===== config.mk =====
export PLATFORM = sky130hd
export DESIGN_NAME = asansor_kontrol_flat
export DESIGN_NICKNAME = d
export VERILOG_FILES = /design/src/rtl/asansor_pkg.sv /design/src/rtl/asansor_if.sv /design/src/rtl/asansor_hedef.sv /design/src/rtl/asansor_kontrol.sv /design/src/flat_wrapper.sv
export SDC_FILE = /design/constraint.sdc
export NUM_CORES = 1
export LEC_CHECK = 0
export ABC_CLOCK_PERIOD_IN_PS = 2200
export CORE_MARGIN = 2
export CORE_UTILIZATION = 49
export DETAILED_ROUTE_END_ITERATION = 16
export GPL_TIMING_DRIVEN = 0
export PLACE_DENSITY_LB_ADDON = 0.3
export SLEW_MARGIN = 20
export SYNTH_ARGS = -nofsm -noshare
export SYNTH_HDL_FRONTEND = slang
export SYNTH_HIERARCHICAL = 1
export SYNTH_SLANG_ARGS = --single-unit

===== constraint.sdc =====
create_clock -name clk -period 2.2 [get_ports clk]
set_input_delay 0.44 -clock clk [delete_from_list [all_inputs] [get_ports clk]]
set_output_delay 0.44 -clock clk [all_outputs]
set_load 0.005 [all_outputs]

===== src/rtl/asansor_pkg.sv =====
// Shared types and constants for the four-floor elevator controller.
// State codes are also exported as plain logic constants for legacy users.
package asansor_pkg;

  typedef enum logic [1:0] {
    ST_IDLE = 2'd0,
    ST_MOVE = 2'd1,
    ST_DOOR = 2'd2
  } state_e;

  typedef logic [1:0] floor_t;

  localparam int NUM_FLOORS = 4;
  localparam int TIMER_W    = 8;

  localparam logic [1:0] S_IDLE = ST_IDLE;
  localparam logic [1:0] S_MOVE = ST_MOVE;
  localparam logic [1:0] S_DOOR = ST_DOOR;

endpackage


===== src/rtl/asansor_if.sv =====
// Call inputs and car status outputs of the elevator controller.
// master drives calls and observes status; slave is the controller side.
interface asansor_if;
  import asansor_pkg::*;

  logic [NUM_FLOORS-1:0] call_req;
  floor_t                cur_floor;
  logic                  moving;
  logic                  dir_up;
  logic                  door_open;
  logic [NUM_FLOORS-1:0] pending;

  modport master (
    output call_req,
    input  cur_floor, moving, dir_up, door_open, pending
  );

  modport slave (
    input  call_req,
    output cur_floor, moving, dir_up, door_open, pending
  );
endinterface


===== src/rtl/asansor_hedef.sv =====
// SCAN target logic: which side of a floor has calls, and which way to head.
// Purely combinational; the caller chooses the reference floor.
module asansor_hedef
  import asansor_pkg::*;
(
  input  logic [NUM_FLOORS-1:0] pending,
  input  floor_t                cur_floor,
  input  logic                  dir_up,
  output logic                  call_above,
  output logic                  call_below,
  output logic                  next_dir
);

  // Keep the current direction while it still has work, otherwise reverse.
  always_comb begin
    call_above = 1'b0;
    call_below = 1'b0;
    for (int i = 0; i < NUM_FLOORS; i++) begin
      call_above = call_above | (pending[i] & (i > int'(cur_floor)));
      call_below = call_below | (pending[i] & (i < int'(cur_floor)));
    end
    if (dir_up) begin
      next_dir = call_above | ~call_below;
    end else begin
      next_dir = call_above & ~call_below;
    end
  end

endmodule


===== src/rtl/asansor_kontrol.sv =====
// Four-floor elevator controller: IDLE/MOVE/DOOR FSM, travel and door timers,
// and the latched-call register. All outputs come straight from flops.
module asansor_kontrol
  import asansor_pkg::*;
#(
  parameter int TRAVEL_CYC = 8,
  parameter int DOOR_CYC   = 4
) (
  input  logic     clk,
  input  logic     rst,
  asansor_if.slave bus
);

  localparam logic [TIMER_W-1:0] TRAVEL_LAST = TIMER_W'(TRAVEL_CYC - 1);
  localparam logic [TIMER_W-1:0] DOOR_LAST   = TIMER_W'(DOOR_CYC - 1);

  logic [1:0]            state_q, state_d;
  floor_t                cur_floor_q, cur_floor_d;
  logic                  dir_up_q, dir_up_d;
  logic [NUM_FLOORS-1:0] pending_q, pending_d;
  logic [TIMER_W-1:0]    timer_q, timer_d;
  logic                  moving_q, moving_d;
  logic                  door_open_q, door_open_d;

  floor_t                next_floor_s;
  floor_t                hedef_floor_s;
  logic                  call_above_s, call_below_s, next_dir_s, beyond_s;
  logic [NUM_FLOORS-1:0] call_in_s;

  // While moving, "beyond" is judged from the floor about to be reached.
  assign next_floor_s  = dir_up_q ? (cur_floor_q + 2'd1) : (cur_floor_q - 2'd1);
  assign hedef_floor_s = (state_q == S_MOVE) ? next_floor_s : cur_floor_q;
  assign beyond_s      = dir_up_q ? call_above_s : call_below_s;

  asansor_hedef u_hedef (
    .pending    (pending_q),
    .cur_floor  (hedef_floor_s),
    .dir_up     (dir_up_q),
    .call_above (call_above_s),
    .call_below (call_below_s),
    .next_dir   (next_dir_s)
  );

  // Next-state, timer and call-latch decisions.
  always_comb begin
    state_d     = state_q;
    cur_floor_d = cur_floor_q;
    dir_up_d    = dir_up_q;
    timer_d     = timer_q;
    call_in_s   = bus.call_req;
    if (state_q == S_DOOR) begin
      call_in_s[cur_floor_q] = 1'b0;
    end else begin
      call_in_s = bus.call_req;
    end
    pending_d = pending_q | call_in_s;

    case (state_q)
      S_IDLE: begin
        timer_d = '0;
        if (pending_q[cur_floor_q]) begin
          state_d                = S_DOOR;
          pending_d[cur_floor_q] = 1'b0;
        end else if (call_above_s || call_below_s) begin
          state_d  = S_MOVE;
          dir_up_d = next_dir_s;
        end else begin
          state_d = S_IDLE;
        end
      end
      S_MOVE: begin
        if (timer_q == TRAVEL_LAST) begin
          cur_floor_d = next_floor_s;
          timer_d     = '0;
          if (pending_q[next_floor_s]) begin
            state_d                 = S_DOOR;
            pending_d[next_floor_s] = 1'b0;
          end else if (beyond_s) begin
            state_d = S_MOVE;
          end else begin
            state_d = S_IDLE;
          end
        end else begin
          timer_d = timer_q + TIMER_W'(1);
        end
      end
      S_DOOR: begin
        // A fresh call for this floor holds the door instead of being latched.
        if (bus.call_req[cur_floor_q]) begin
          timer_d = '0;
        end else if (timer_q == DOOR_LAST) begin
          state_d = S_IDLE;
          timer_d = '0;
        end else begin
          timer_d = timer_q + TIMER_W'(1);
        end
      end
      default: begin
        state_d = S_IDLE;
        timer_d = '0;
      end
    endcase

    moving_d    = (state_d == S_MOVE);
    door_open_d = (state_d == S_DOOR);
  end

  // State registers with synchronous reset; reset drops any calls present.
  always_ff @(posedge clk) begin
    if (rst) begin
      state_q     <= S_IDLE;
      cur_floor_q <= 2'd0;
      dir_up_q    <= 1'b1;
      pending_q   <= '0;
      timer_q     <= '0;
      moving_q    <= 1'b0;
      door_open_q <= 1'b0;
    end else begin
      state_q     <= state_d;
      cur_floor_q <= cur_floor_d;
      dir_up_q    <= dir_up_d;
      pending_q   <= pending_d;
      timer_q     <= timer_d;
      moving_q    <= moving_d;
      door_open_q <= door_open_d;
    end
  end

  assign bus.cur_floor = cur_floor_q;
  assign bus.moving    = moving_q;
  assign bus.dir_up    = dir_up_q;
  assign bus.door_open = door_open_q;
  assign bus.pending   = pending_q;

endmodule


===== src/flat_wrapper.sv =====
// flat-port wrapper written by rule: the top's interface ports become plain ports
module asansor_kontrol_flat import asansor_pkg::*;
#(
  parameter int TRAVEL_CYC = 8,
  parameter int DOOR_CYC   = 4
)
  (clk, rst, bus_call_req, bus_cur_floor, bus_moving, bus_dir_up, bus_door_open, bus_pending);
  asansor_if bus_i ();
  input  logic clk;
  input  logic rst;
  input wire logic [$bits(bus_i.call_req)-1:0] bus_call_req;
  output wire logic [$bits(bus_i.cur_floor)-1:0] bus_cur_floor;
  output wire logic [$bits(bus_i.moving)-1:0] bus_moving;
  output wire logic [$bits(bus_i.dir_up)-1:0] bus_dir_up;
  output wire logic [$bits(bus_i.door_open)-1:0] bus_door_open;
  output wire logic [$bits(bus_i.pending)-1:0] bus_pending;
  assign bus_i.call_req = bus_call_req;
  assign bus_cur_floor = bus_i.cur_floor;
  assign bus_moving = bus_i.moving;
  assign bus_dir_up = bus_i.dir_up;
  assign bus_door_open = bus_i.door_open;
  assign bus_pending = bus_i.pending;
  asansor_kontrol #(.TRAVEL_CYC(TRAVEL_CYC), .DOOR_CYC(DOOR_CYC)) u_core (.clk(clk), .rst(rst), .bus(bus_i));
endmodule

=== Yosys cells after proc, flatten, opt, wreduce, memory -nomap -nowiden ===
Index checks and enable logic that the tools add are counted.

* $add $sub $neg: 3
* Magnitude comparators: 10
* Eq/ne operators: 6
* Multiplexer cells: 31
* Bitwise gates (word level): 20
* Reductions and logical operators: 6

{| class="wikitable"
|+ Operators by type and width
! kind !! count
|-
| two-way mux 8 bit || 3
|-
| two-way mux 4 bit || 4
|-
| case mux 8 bit (2 select lines) || 1
|-
| two-way mux 2 bit || 7
|-
| bitwise AND 4 bit || 3
|-
| two-way mux 1 bit || 9
|-
| adder 8 x 1 -> 8 bit (second input constant) || 1
|-
| equality test 8 x 2 -> 1 bit (second input constant) || 1
|-
| equality test 8 x 3 -> 1 bit (second input constant) || 1
|-
| inverter 4 bit || 2
|-
| case mux 4 bit (2 select lines) || 1
|-
| bitwise AND 1 bit || 7
|-
| binary-select mux 1 bit (select 2 bit) || 3
|-
| < comparator 2 x 3 -> 1 bit (second input constant) || 2
|-
| case mux 2 bit (3 select lines) || 1
|-
| OR 1 bit || 5
|-
| demux 1 bit (select 2 bit) || 2
|-
| equality test 2 x 1 -> 1 bit (second input constant) || 2
|-
| equality test 2 bit (second input constant) || 2
|-
| greater-or-equal comparator 2 x 1 -> 1 bit (second input constant) || 2
|-
| greater-than comparator 2 bit (first input constant) || 2
|-
| < comparator 1 x 2 -> 1 bit (first input constant) || 2
|-
| OR 4 bit || 1
|-
| AND reduction 3 bit || 1
|-
| 9 further kinds || 11
|}

* Register bits: 19
* Input port bits: 6
* Output and inout port bits: 9
* Logic and storage cells: 83

=== Depth between registers and ports, before layout ===
Gate-level depths: netlist of the first run.

* Word-level depth: 13
* Depth in mapped cells: 12
* Depth with buffers taken out: 11

=== Modules after synthesis ===
The synthesis of the first run kept the hierarchy.

{| class="wikitable"
|+ Modules (own cells, without submodules)
! module !! times used !! cells each !! area each (um^2) !! seq. area each (um^2)
|-
| asansor_kontrol || 1 || 128 || 1153.6 || 380.4
|-
| asansor_hedef || 1 || 13 || 86.3 || 0.0
|}

=== Worst setup path before layout of the first run ===
OpenSTA, ideal clock, no wires.

* Path type: flip-flop to flip-flop
* Start point: reg u_core.cur_floor_q[1], in the netlist u_core/bus.cur_floor[1]
* End point: reg u_core.door_open_q, in the netlist u_core/bus.door_open
* Library setup time: 87 ps
* Arrival: 2373 ps
* Data required time: 2113 ps
* Path slack: -260 ps
* Stages on the path, launching flop included: 12
* Buffers on the path: 1
* Clock period less this slack: 2460 ps
* Cells stage by stage: dfxtp_1 > clkbuf_1 > xnor2_1 > ha_1 > a21oi_1 > o21bai_1 > and3b_1 > nor2_1 > o21ai_0 > or2_1 > o311a_2 > nor4b_4

* Word-level cells in the longest chain between the ends: 13
* Elaborated cells on any way between the ends: 36
* Classes of those cells: 2 x add/sub; 6 x order compare; 1 x eq/ne; 16 x mux; 10 x bitwise; 1 x reduce/logical

{| class="wikitable"
|+ Ends and longest elaborated chain
! what !! RTL line !! RTL
|-
| start, declared || asansor_kontrol.sv:18 || <nowiki>floor_t cur_floor_q, cur_floor_d;</nowiki>
|-
| start signal, assigned || asansor_kontrol.sv:120 || <nowiki>cur_floor_q <= cur_floor_d;</nowiki>
|-
| subtractor 2 x 1 -> 2 bit / adder 2 x 1 -> 2 bit (equally long branches) || asansor_kontrol.sv:31 || <nowiki>assign next_floor_s = dir_up_q ? (cur_floor_q + 2'd1) : (cur_floor_q - 2'd1);</nowiki>
|-
| two-way mux 2 bit || asansor_kontrol.sv:31 ||
|-
| two-way mux 2 bit * || asansor_kontrol.sv:32 || <nowiki>assign hedef_floor_s = (state_q == S_MOVE) ? next_floor_s : cur_floor_q;</nowiki>
|-
| via u_core.hedef_floor_s[1] || asansor_kontrol.sv:26 || <nowiki>floor_t hedef_floor_s;</nowiki>
|-
| greater-than comparator 1 x 2 -> 1 bit / greater-than comparator 2 bit (equally long branches) || asansor_hedef.sv:19 || <nowiki>call_above = call_above | (pending[i] & (i > int'(cur_floor)));</nowiki>
|-
| bitwise AND 1 bit || asansor_hedef.sv:19 ||
|-
| OR 1 bit || asansor_hedef.sv:19 ||
|-
| OR 1 bit * || asansor_hedef.sv:19 ||
|-
| via u_core.call_above_s || asansor_kontrol.sv:27 || <nowiki>logic call_above_s, call_below_s, next_dir_s, beyond_s;</nowiki>
|-
| two-way mux 1 bit || asansor_kontrol.sv:33 || <nowiki>assign beyond_s = dir_up_q ? call_above_s : call_below_s;</nowiki>
|-
| two-way mux 1 bit || asansor_kontrol.sv:78 || <nowiki>end else if (beyond_s) begin</nowiki>
|-
| two-way mux 2 bit || asansor_kontrol.sv:75 || <nowiki>if (pending_q[next_floor_s]) begin</nowiki>
|-
| two-way mux 2 bit || asansor_kontrol.sv:72 || <nowiki>if (timer_q == TRAVEL_LAST) begin</nowiki>
|-
| case mux 2 bit (3 select lines) * || asansor_kontrol.sv:58 || <nowiki>case (state_q)</nowiki>
|-
| equality test 2 bit * || asansor_kontrol.sv:105 || <nowiki>door_open_d = (state_d == S_DOOR);</nowiki>
|-
| end signal, assigned || asansor_kontrol.sv:125 || <nowiki>door_open_q <= door_open_d;</nowiki>
|-
| end, declared || asansor_kontrol.sv:23 || <nowiki>logic door_open_q, door_open_d;</nowiki>
|}

Mark *: on every way through the listed nets, which the timed path passes. The rest lies on a longest branch. The select of a mux whose other input is x is not followed.
A chain may end at the register's enable or synchronous reset.

=== Worst setup path in the final report of the first run ===
* Start point: in bus_call_req[1]
* End point: reg u_core.door_open_q, in the netlist u_core/bus.door_open

* Word-level cells in the longest chain between the ends: 5

{| class="wikitable"
|+ Ends and longest elaborated chain
! what !! RTL line !! RTL
|-
| start, declared || flat_wrapper.sv:11 || <nowiki>input wire logic [$bits(bus_i.call_req)-1:0] bus_call_req;</nowiki>
|-
| binary-select mux 1 bit (select 2 bit) || asansor_kontrol.sv:89 || <nowiki>if (bus.call_req[cur_floor_q]) begin</nowiki>
|-
| two-way mux 1 bit (not written as such) || asansor_kontrol.sv:89 ||
|-
| two-way mux 2 bit || asansor_kontrol.sv:89 ||
|-
| case mux 2 bit (3 select lines) || asansor_kontrol.sv:58 ||
|-
| equality test 2 bit || asansor_kontrol.sv:105 ||
|}

No other way between the ends. The select of a mux whose other input is x is not followed.

==> results of run 1 <==
-- stage by stage --
step | std cells | hold slack, ps | TNS [ps] | power, W | setup WS, ps
CTS | 194 | 461 | 0 | 0.00148 | 12.0
global placement | 185 | 424 | -771 | 0.00117 | -269
finish | 196 | 456 | 0 | 0.00161 | 34.9
global route | 196 | 486 | -43.4 | 0.00172 | -43.4
floorplan | 141 | 413 | 0 | 0.000991 | 5.20
detailed placement | 185 | 445 | -901 | 0.00120 | -287
-- where the power goes --
part           total [W]  internal, W  switching [W]  leakage [nW]
sequential      0.000491     0.000406      0.0000854         0.157
combinational   0.000933     0.000487       0.000446         0.464
clock           0.000183    0.0000679       0.000115        0.0177
total            0.00161     0.000960       0.000646         0.639
-- cell type report --
type                            count  area share, %
Multi-Input combinational cell    109           55.9
Sequential cell                    19           24.2
Timing Repair Buffer               24           13.4
Tap cell                           30           2.31
Inverter                            8           2.08
Clock buffer                        3           1.38
Buffer                              2          0.461
Clock inverter                      1          0.307
-- worst paths after layout --
kind | end | depth (start not counted)
worst max-delay path | u_core/bus.door_open$_SDFF_PP0_ | 6
worst max register to register | u_core/bus.door_open$_SDFF_PP0_ | 6
worst min-delay path | u_core/timer_q[0]$_SDFF_PP0_ | 1
worst min register to register | u_core/timer_q[0]$_SDFF_PP0_ | 1
-- kinds of logic after synthesis --
kind of cell,after synthesis,synth area share (%)
AND/OR/NAND/NOR,56,27.1
flip-flops,19,30.7
buffers and inverters,13,4.24
multiplexers,5,7.06
adder cells (fa/ha/maj),9,9.08
XOR/XNOR,8,5.65
AO/OA/AOI/OAI,31,16.1
-- state kept, by name, summed over array words and instances, names as in the netlist --
name / count
u_core/timer_q: 8
u_core/bus.moving: 1
u_core/bus.door_open: 1
u_core/bus.cur_floor: 2
u_core/state_q: 2
u_core/bus.dir_up: 1
u_core/bus.pending: 4
-- per-layer routing --
layer	track usage (%)	share of wire, %
met1	26.6	44
met2	40.8	51
met3	5.74	4.0
met4	7.08	1.2
met5	0	0
-- timing repair --
| item | CTS | global route |
|---|---|---|
| buffers inserted | 8 | 2 |
| resized for setup | 14 | 11 |
| setup endpoints to repair | 4 | 4 |
| pin swaps | 4 | 6 |
-- cells in the mapped netlist (4+ instances only) --
library cell	count	share of area, %
sky130_fd_sc_hd__clkbuf_1	4	1.2
sky130_fd_sc_hd__ha_1	9	9.1
sky130_fd_sc_hd__nor2_1	15	4.5
sky130_fd_sc_hd__nor3_1	7	2.8
sky130_fd_sc_hd__xor2_1	5	3.5
sky130_fd_sc_hd__nand2_1	6	1.8
sky130_fd_sc_hd__nand3_1	9	3.6
sky130_fd_sc_hd__inv_1	8	2.4
sky130_fd_sc_hd__dfxtp_1	19	31
sky130_fd_sc_hd__a21oi_1	16	6.5
-- critical path, cell delays in order --
cell and delay (ps):
sky130_fd_sc_hd__clkdlybuf4s50_1 430, sky130_fd_sc_hd__mux4_2 510, sky130_fd_sc_hd__or4b_4 500, sky130_fd_sc_hd__o211ai_2 90
sky130_fd_sc_hd__o311a_4 240, sky130_fd_sc_hd__nor4b_4 170
==> impl_metrics.ini, run 1 <==
[pwr]
vdd_ir_drop_max_mv = 0.792
total_leakage_power_nw = 0.639
cellPowerDensity_nw_per_um2 = 987

[synth]
postSynth.asyncResetShare_pct = 0
synthesis.nets = 156
synth_seq_area_share_pct = 30.7
syn-mean-instance-area_um2 = 8.79
post_synth_num_cell_types = 40
synth_enable_flop_cells = 0
synthesis.area_um2 = 1240
synth.ff_latch_count = 19
synthesis.yosys.warnings = 6
dominantRegCellSynth = sky130_fd_sc_hd__dfxtp_1
netlist_instances = 141

[sta]
headroom_to_the_max_slew_limit_pct = 62.9
worst_slew_pin_slew_ps = 557
setup_clock_skew_after_layout_ps = 2.91
setup_violations = 0
report.final.hold_viol_count = 0
min_period_ps = 2170
finalCritPeriodShare_pct = 98.4
slew_violations = 0
unrepaired_setup_endpoints_after_global_routing = yes
max_clock_freq_mhz = 462

[floorplanning]
die_height_um = 54.3
initial_core_util_pct = 51.0
top_level_ports = 15
core.rowCount = 18
fp.coreArea_um2 = 2430
die-area_um2 = 2950
die_w_um = 54.3

[clock_tree]
clk_pin_slew_worst_paths_ps = 110
skew_pair_late_insertion_delay_ps = 300
tritoncts_clock_tree = done
cts_root_buf = sky130_fd_sc_hd__clkbuf_4
h_tree_levels = 1
numCtsBuffers = 3
cts_hold_buf = 0
clkSinkCount = 19
clock_tree.buffer_depth = 2

[place]
place_hpwl_um = 2050
postPlaceCellArea_um2 = 1440
io_buffers = 14
gp_routability_congestion = 0.893

[critical_path]
critPathMaxFanout = 3
cp_capture_type = register
cp_data_arrival_time_ps = 2400
crit-reg2reg-launch = u_core/bus.cur_floor[0]$_SDFFE_PP0P_
rrSetupSlack_ps = 60
timing_worst_setup_path_type = input pin to register
timing.critical_path.from = bus_call_req[1]
timing.critical_path.from_type = input pin
cp_data_required_time_ps = 2430

[detailed_routing]
ant_nets = 0
wl_per_cell_um = 15.4
number_of_vias_after_detailed_routing = 1107
detail_route.drc_violations = 0
drt_first_pass_iters = 4
drt_first_iter_violations = 13
final_routed_wirelength_across_all_metal_layers_um = 3020
vias_per_cell = 5.65

[min_path]
hold_path_startpoint = u_core/timer_q[0]$_SDFF_PP0_
worstHoldPathType = register to register

[grt]
grt.total_usage_pct = 22.8
grt_start_max_net_pins = 12
grt_pass1_vias = 1073
gr-total-overflow = 0
wire_length_of_the_first_global_routing_pass_um = 4780
grt_antenna_before_repair = 0

[cells_and_area]
final_common_cell = sky130_fd_sc_hd__a21oi_1
most-common-layout-cells = 15 x sky130_fd_sc_hd__a21oi_1, 14 x sky130_fd_sc_hd__dfxtp_1, 13 x sky130_fd_sc_hd__clkdlybuf4s50_1, 13 x sky130_fd_sc_hd__nor2_1, 10 x sky130_fd_sc_hd__buf_4
final.fill_count = 195
num_antenna_cells = 0
syn_to_final_growth_pct = 31.3
multiInputGateArea_um2 = 910
post_route_cells_drive_above_1_share_pct = 27.1
final-seq-area_um2 = 394
design.final.nets = 182
finish.instance_area_um2 = 1630
final_standard_cell_utilization_of_the_core_pct = 66.9

[run]
maxcap_viol_count = 0

[outcome]
outcome = completed
No activity file was read; power rests on OpenSTA's default activity.
==> run 2, diff against run 1 <==
- CORE_UTILIZATION: 49 -> 35
==> impl_metrics.ini, run 2 (same netlist as run 1, synthesis figures left out) <==
[clock_tree]
h_tree_levels = 1
numCtsBuffers = 3
tritoncts_clock_tree = done
cts_root_buf = sky130_fd_sc_hd__clkbuf_4
skew_pair_late_insertion_delay_ps = 300
clkSinkCount = 19
clk_pin_slew_worst_paths_ps = 110
cts_hold_buf = 0
clock_tree.buffer_depth = 2

[pwr]
vdd_ir_drop_max_mv = 0.435
intPower_w = 0.000938
cellPowerDensity_nw_per_um2 = 935
total_leakage_power_nw = 0.641
clockPowerShare_pct = 11.5
pwr-share-comb_pct = 56.8
report.power.total_w = 0.00155
power.sequential.fraction_pct = 31.7
p_sw_share_pct = 39.6
total_switching_power_w = 0.000614

[place]
place_hpwl_um = 1960
io_buffers = 14
place_inst = 201
gp_routability_congestion = 0.759

[critical_path]
cp_data_arrival_time_ps = 2410
worst_path_largest_cell_delay_ps = 360
critPathMaxFanout = 4
crit_slowest_cell = sky130_fd_sc_hd__dfxtp_2
crit_chain = buf_6, clkinvlp_4, ha_4, a21oi_4, o21bai_4, and3b_2, nor2_4, o21ai_1, or2_1, o311a_4, nor4b_2
worst_r2r_path_depth = 11
rrSetupSlack_ps = 20
cp_data_required_time_ps = 2420
cp_capture_type = register
timing.critical_path.from_type = register
timing_worst_setup_path_type = register to register

[cells_and_area]
design.final.nets = 186
most-common-layout-cells = 15 x sky130_fd_sc_hd__a21oi_1, 15 x sky130_fd_sc_hd__dfxtp_1, 14 x sky130_fd_sc_hd__clkdlybuf4s50_1, 13 x sky130_fd_sc_hd__buf_4, 13 x sky130_fd_sc_hd__nor2_1
syn_to_final_growth_pct = 33.9
post_layout_nonfiller_instances = 216
largest_reg_flops = 8
largest-register = u_core/timer_q
num_antenna_cells = 0
post_route_cells_drive_above_1_share_pct = 27.1

[detailed_routing]
wl_per_cell_um = 13.2
number_of_vias_after_detailed_routing = 1110
final_routed_wirelength_across_all_metal_layers_um = 2850
detail_route.drc_violations = 0
ant_nets = 0
drt_first_pass_iters = 4
drt_first_iter_violations = 70
vias_per_cell = 5.14

[floorplanning]
core.rowCount = 21
initial_core_util_pct = 36.9
die_w_um = 63.5
top_level_ports = 15
fp.coreArea_um2 = 3360
die-area_um2 = 4030
die_height_um = 63.5

[min_path]
min_delay_path_depth = 1
worstHoldPathType = register to register

[outcome]
outcome = completed

[grt]
grt_pass1_vias = 992
grt.total_usage_pct = 14.5
wire_length_of_the_first_global_routing_pass_um = 4660
grt_start_max_net_pins = 12
grt_antenna_before_repair = 0
gr-total-overflow = 0

[sta]
unrepaired_setup_endpoints_after_global_routing = yes
worst_slew_pin_slew_ps = 511
setup_violations = 0
min_period_ps = 2180
setup_clock_skew_after_layout_ps = 2.80
headroom_to_the_max_slew_limit_pct = 65.9
max_clock_freq_mhz = 458
hold_slack_ps = 452
finalCritPeriodShare_pct = 99.3
report.final.hold_viol_count = 0
slew_violations = 0

[run]
maxcap_viol_count = 0
==> run 2: area by class of cell <==
type / count / area [µm²]
Fill cell: 337 / 1700
Multi-Input combinational cell: 109 / 895
Sequential cell: 19 / 390
Timing Repair Buffer: 27 / 238
Tap cell: 46 / 57.6
Inverter: 8 / 33.8
Clock buffer: 3 / 22.5
Buffer: 3 / 18.8
Clock inverter: 1 / 5.00
==> run 2: power groups by stage <==
stage	combinational, W	sequential, W	clock, W
5_1_grt	0.000964	0.000503	0.000205
3_5_place_dp	0.000711	0.000485	0
2_1_floorplan	0.000521	0.000470	0
6_report	0.000882	0.000492	0.000179
3_3_place_gp	0.000699	0.000482	0
4_1_cts	0.000811	0.000488	0.000188
==> run 2: per-layer routing <==
metal / up-vias / wire length (µm) / global-route usage (%)
met5: - / 0 / 0
met4: 0 / 36 / 4.08
met3: 4 / 95 / 3.39
met2: 21 / 1420 / 24.3
met1: 529 / 1310 / 18.4
li1: 556 / - / -
==> run 2: stage by stage <==
step	instance area (µm²)	setup TNS (ps)	setup slack (ps)	utilization (%)
6_report	1660	0	16.4	49.4
5_1_grt	1660	-200	-89.4	49.4
4_1_cts	1610	0	5.87	47.9
3_5_place_dp	1460	-919	-293	43.5
3_3_place_gp	1460	-810	-279	43.5
2_1_floorplan	1270	0	5.20	-
==> run 2: repair_timing <==
| item | CTS | global route |
|---|---|---|
| setup endpoints to repair | 4 | 4 |
| pin swaps | 5 | 5 |
| resized for setup | 14 | 5 |
| setup buffers | 9 | 4 |
==> run 2: path summary, 6_finish.rpt <==
| kind | start | end |
|---|---|---|
| setup / recovery | u_core/bus.cur_floor[0]$_SDFFE_PP0P_ | u_core/bus.moving$_SDFF_PP0_ |
| hold / removal | u_core/timer_q[0]$_SDFF_PP0_ | u_core/timer_q[0]$_SDFF_PP0_ |
| setup reg to reg | u_core/bus.cur_floor[0]$_SDFFE_PP0P_ | u_core/bus.moving$_SDFF_PP0_ |
| hold reg to reg | u_core/timer_q[0]$_SDFF_PP0_ | u_core/timer_q[0]$_SDFF_PP0_ |
==> run 2: worst max-delay path, delay by kind of cell, from the launching register on <==
family | cells | cell delay [ps]
AND/OR/NAND/NOR | 4 | 810
AO/OA/AOI/OAI | 4 | 430
flip-flops | 1 | 360
adder cells (fa/ha/maj) | 1 | 290
buffers and inverters | 2 | 220
==> run 3, diff against run 2 <==
- SKIP_LAST_GASP: not set -> 1
==> results of run 3 <==
No change in the layout: final DEF, timing and power equal those of run 2.
